## src/rtl/cdb_arbiter.sv

```systemverilog
// cdb_arbiter: round-robin selection of one finished functional-unit result
// per cycle onto a registered Common Data Bus. A unit granted in the current
// cycle is not eligible at the next edge, so a held Req is never granted twice
// for the same result.
module cdb_arbiter #(
    parameter int N_REQ  = 3,
    parameter int DATA_W = 16,
    parameter int TAG_W  = 3,
    parameter int SRC_W  = 2
) (
    input  logic                    Clock,
    input  logic                    Reset,
    input  logic [N_REQ-1:0]        Req,
    input  logic [N_REQ*DATA_W-1:0] ReqData,
    input  logic [N_REQ*TAG_W-1:0]  ReqTag,
    input  logic                    Hold,
    input  logic                    Flush,
    output logic [N_REQ-1:0]        Grant,
    output logic                    CdbValid,
    output logic [DATA_W-1:0]       CdbData,
    output logic [TAG_W-1:0]        CdbTag,
    output logic [SRC_W-1:0]        CdbSrc,
    output logic [15:0]             BcastCount
);

    logic [N_REQ-1:0]  grant_q, grant_d;
    logic              valid_q, valid_d;
    logic [DATA_W-1:0] data_q,  data_d;
    logic [TAG_W-1:0]  tag_q,   tag_d;
    logic [SRC_W-1:0]  src_q,   src_d;
    logic [SRC_W-1:0]  ptr_q,   ptr_d;
    logic [15:0]       cnt_q,   cnt_d;

    logic [N_REQ-1:0]  elig;
    logic              win_found;
    logic [SRC_W-1:0]  win_idx;
    logic [SRC_W:0]    cand_sum;
    logic [SRC_W-1:0]  cand;

    // The current grant doubles as the last-winner mask.
    assign elig = Req & ~grant_q;

    // Search upward from the pointer, wrapping at N_REQ; first eligible unit wins.
    always_comb begin
        win_found = 1'b0;
        win_idx   = '0;
        cand_sum  = '0;
        cand      = '0;
        for (int off = 0; off < N_REQ; off++) begin
            cand_sum = {1'b0, ptr_q} + (SRC_W+1)'(off);
            if (cand_sum >= (SRC_W+1)'(N_REQ))
                cand_sum = cand_sum - (SRC_W+1)'(N_REQ);
            cand = cand_sum[SRC_W-1:0];
            if (!win_found && elig[cand]) begin
                win_found = 1'b1;
                win_idx   = cand;
            end
        end
    end

    // Next-state: flush beats hold beats a normal win; data/tag/src hold when idle.
    always_comb begin
        grant_d = '0;
        valid_d = 1'b0;
        data_d  = data_q;
        tag_d   = tag_q;
        src_d   = src_q;
        ptr_d   = ptr_q;
        cnt_d   = cnt_q;
        if (Flush) begin
            ptr_d = '0;
        end else if (Hold) begin
            ptr_d = ptr_q;
        end else if (win_found) begin
            grant_d = N_REQ'(1) << win_idx;
            valid_d = 1'b1;
            data_d  = ReqData[32'(win_idx)*DATA_W +: DATA_W];
            tag_d   = ReqTag[32'(win_idx)*TAG_W +: TAG_W];
            src_d   = win_idx;
            if (win_idx == SRC_W'(N_REQ-1))
                ptr_d = '0;
            else
                ptr_d = win_idx + SRC_W'(1);
            if (cnt_q != 16'hFFFF)
                cnt_d = cnt_q + 16'd1;
        end
    end

    // State and output registers; reset clears outputs without waiting for an edge.
    always_ff @(posedge Clock or posedge Reset) begin
        if (Reset) begin
            grant_q <= '0;
            valid_q <= 1'b0;
            data_q  <= '0;
            tag_q   <= '0;
            src_q   <= '0;
            ptr_q   <= '0;
            cnt_q   <= '0;
        end else begin
            grant_q <= grant_d;
            valid_q <= valid_d;
            data_q  <= data_d;
            tag_q   <= tag_d;
            src_q   <= src_d;
            ptr_q   <= ptr_d;
            cnt_q   <= cnt_d;
        end
    end

    assign Grant      = grant_q;
    assign CdbValid   = valid_q;
    assign CdbData    = data_q;
    assign CdbTag     = tag_q;
    assign CdbSrc     = src_q;
    assign BcastCount = cnt_q;

endmodule
```

## config.mk

```make
export PLATFORM = sky130hd
export DESIGN_NAME = cdb_arbiter
export DESIGN_NICKNAME = d
export VERILOG_FILES = /design/src/rtl/cdb_arbiter.sv
export SDC_FILE = /design/constraint.sdc
export NUM_CORES = 1
export LEC_CHECK = 0
export ABC_AREA = 1
export BUFFER_PORTS_ARGS = -buffer_cell sky130_fd_sc_hd__buf_2
export CAP_MARGIN = 20
export CORE_ASPECT_RATIO = 1.1
export CORE_UTILIZATION = 46
export CTS_BUF_LIST = sky130_fd_sc_hd__clkbuf_4 sky130_fd_sc_hd__clkbuf_8
export CTS_CLUSTER_DIAMETER = 30
export DETAILED_ROUTE_END_ITERATION = 8
export GPL_ROUTABILITY_DRIVEN = 1
export PLACE_DENSITY = 0.79
export SLEW_MARGIN = 20
export SYNTH_ARGS = -nofsm -noshare
export SYNTH_HDL_FRONTEND = slang
export SYNTH_SLANG_ARGS = --single-unit
```

## constraint.sdc

```tcl
create_clock -name Clock -period 2.04 [get_ports Clock]
set_clock_uncertainty 0.15 [all_clocks]
set_input_delay 0.102 -clock Clock [delete_from_list [all_inputs] [get_ports Clock]]
set_output_delay 0.102 -clock Clock [all_outputs]
set_load 0.02 [all_outputs]
```

==> flow_metrics.py <==
metrics = {
    "power_and_ir_drop": {
        "ir_worst_vdd_v": 0.00111,
        "power.density_mw_per_mm2": 1770,
        "leakage_nw": 2.58,
    },
    "clock_network": {
        "clock_latency_ps": 300,
        "cts_sinks": 43,
        "cts_buffers": 5,
        "cts.path.max_buffers": 2,
        "htreeDepth": 2,
        "clk_pin_slew_ps": 90,
        "clockRootBuffer": "clkbuf_8",
        "cts_tree": "done",
    },
    "timing": {
        "hold_violations": 0,
        "final-setup-viol-count": 42,
        "fin_hold_ws_ps": 19.3,
        "clock.fmax_mhz": 411,
        "slew_viol_final": 0,
        "period_needed_ps": 2430,
        "worst_pin_slew_ps": 633,
        "fin_setup_tns_ps": -11070,
        "layout_setup_ws_ps": -393,
        "period_share_pct": 119,
        "rsz0062_at_grt": "true",
        "relSlewSlack_pct": 57.6,
    },
    "die": {
        "fp-row-count": 28,
        "die_h_microns": 82,
        "start_util_pct": 48.7,
        "core_sq_mm": 0.00550,
        "fp.dieW_microns": 74.7,
        "dieArea_sq_mm": 0.00613,
        "boundaryPins": 105,
    },
    "drt": {
        "vias": 3642,
        "wirelength_mm": 13.2,
        "wl_per_cell_microns": 20.8,
        "drt_first_pass_iters": 5,
        "via_per_inst": 5.74,
        "route.detailed.drc": 0,
        "drtIter0Drc": 338,
        "ant_nets": 0,
    },
    "global_route": {
        "antenna_found_initial": 2,
        "grt_pass1_vias": 3330,
        "grt_pass1_wl_mm": 15.7,
        "grt.overflow.total": 0,
        "grt_max_degree": 23,
        "grt_usage_pct": 35.0,
    },
    "outcome": {
        "status": "complete, but fails checks",
        "violations": "negative setup slack",
    },
    "yosys": {
        "synth_cells": 362,
        "synth_seq_area_share_pct": 40.2,
        "synthDistinctLibCells": 30,
        "synth_warnings": 0,
        "syn_nets": 430,
        "ys_ff_latch": 43,
        "syn_area_sq_mm": 0.00268,
        "synth_area_per_cell_sq_um": 7.39,
    },
    "critical_path": {
        "crit_required_ps": 2080,
        "arrival_ps": 2480,
        "critPathMaxFanout": 19,
        "cp-start-kind": "flip-flop",
        "path_class": "flip-flop to flip-flop",
        "critPathCaptureType": "flip-flop",
        "crit_path_max_incr_delay_ps": 420,
        "slowest_stage": "dfrtp_1",
        "worstPathCellList": "inv_1, nand2_1, o21ai_1, nand2_4, buf_4, nand4_4, buf_4, buf_8, nand3_2, nand3_4, nand3_2",
    },
    "finish": {
        "final_cell_mix": "104 x buf_2, 86 x nand2_1, 59 x inv_1, 49 x dlygate4sd3_1, 42 x dfrtp_1",
        "layout_commonest_cell": "buf_2",
        "nNetsFinal": 624,
        "area_delta_synth_final_pct": 78.2,
        "fill_cells": 288,
        "drive_above_1_share_pct": 44.5,
    },
    "job": {
        "max-cap-violations": 0,
    },
    "placed_design": {
        "hpwl_mm": 5.12,
        "gp_congestion": 0.891,
        "portBuffers": 104,
    },
    "hold_path": {
        "worstHoldPathType": "input pin to flip-flop",
    },
}
## worst max-delay path: cells and delay by family, from the launching register on
family                 cells  cell delay (ps)
AO/OA/AOI/OAI              1              280
buffers and inverters      4              660
flip-flops                 1              420
AND/OR/NAND/NOR            6              810
## per-stage QoR
step | util, % | total power (W) | cells | worst slack, ps | instance area [sq um]
6_report | 86.7 | 0.00843 | 634 | -393 | 4770
5_1_grt | 86.7 | 0.00882 | 634 | -517 | 4770
3_3_place_gp | 61.5 | 0.00478 | 550 | -90.7 | 3380
2_1_floorplan | - | 0.00372 | 362 | 77.1 | 2680
4_1_cts | 77.3 | 0.00676 | 622 | -88.9 | 4250
3_5_place_dp | 61.5 | 0.00487 | 550 | -193 | 3380
## path summary, 6_finish.rpt
kind | depth (start not counted) | from | end | slack, ps
setup / recovery | 11 | Grant[2] | CdbData[5] | -390
hold / removal | 5 | ReqTag[4] | CdbTag[1] | 20
setup reg to reg | 11 | Grant[2] | CdbData[5] | -390
hold reg to reg | 2 | CdbTag[2] | CdbTag[2] | 370
max in group asynchronous | 4 | Reset | CdbData[3] | 960
min in group asynchronous | 3 | Reset | CdbData[15] | 200
## flip-flops by register name, summed over array words and instances (netlist names)
| register | cells |
|---|---|
| BcastCount | 16 |
| CdbData | 16 |
| CdbSrc | 2 |
| CdbTag | 3 |
| CdbValid | 1 |
| Grant | 3 |
| ptr_q | 2 |
## final cells by class
type	count	area, sq um	share of cell area, %
multi-input combinational	242	1670	35.1
timing repair buffer	199	1550	32.5
sequential	43	1080	22.6
inverter	65	251	5.27
tap	75	93.8	1.97
clock buffer	6	82.6	1.73
clock inverter	2	35.0	0.735
antenna	2	5.00	0.105
## routing by layer
metal / GRT usage (%) / vias to the layer above / routed length, microns
li1: - / 1528 / -
met3: 12.1 / 119 / 1600
met1: 37.8 / 1671 / 4190
met4: 17.4 / 0 / 1110
met2: 60.5 / 324 / 6290
met5: 0 / - / 0
## cells by family (layout without fill, tap and decap cells)
family,Yosys count,after routing,synth area share [%]
buffers and inverters,79,272,13.6
flip-flops,43,43,40.2
AO/OA/AOI/OAI,11,11,2.52
adder cells (fa/ha/maj),4,4,1.87
XOR/XNOR,14,14,4.58
other,0,2,0
AND/OR/NAND/NOR,211,213,37.3
## repair_timing
action                     4_1_cts  5_1_grt
buffers inserted                12        8
hold buffers                    49        0
pin swaps                        4       28
setup endpoints to repair       35       43
gates resized for setup         25       88
hold endpoints to repair        41        0
cloned                           3        3
## report_power, final
| group | total (W) | internal, W | switching [W] |
|---|---|---|---|
| logic | 0.00629 | 0.00278 | 0.00351 |
| clock network | 0.000708 | 0.000397 | 0.000311 |
| registers | 0.00144 | 0.00115 | 0.000282 |
## synthesized netlist by cell type, drive strengths merged
| cell | instances | share of area [%] |
|---|---|---|
| o21ai | 8 | 1.5 |
| nand3b | 1 | 0.75 |
| ha | 4 | 1.9 |
| clkbuf | 1 | 0.14 |
| nor4 | 3 | 0.70 |
| or2 | 1 | 0.23 |
| dfrtp | 43 | 40 |
| xnor2 | 4 | 1.3 |
| a31oi | 1 | 0.23 |
| buf | 13 | 4.3 |
| nor3 | 2 | 0.37 |
| a21oi | 2 | 0.79 |
| nor2 | 21 | 3.7 |
| inv | 65 | 9.1 |
| xor2 | 10 | 3.3 |
| nand4 | 7 | 1.9 |
| nand3 | 74 | 14 |
| nand2 | 102 | 15 |
(Power assumes the default switching activity.)
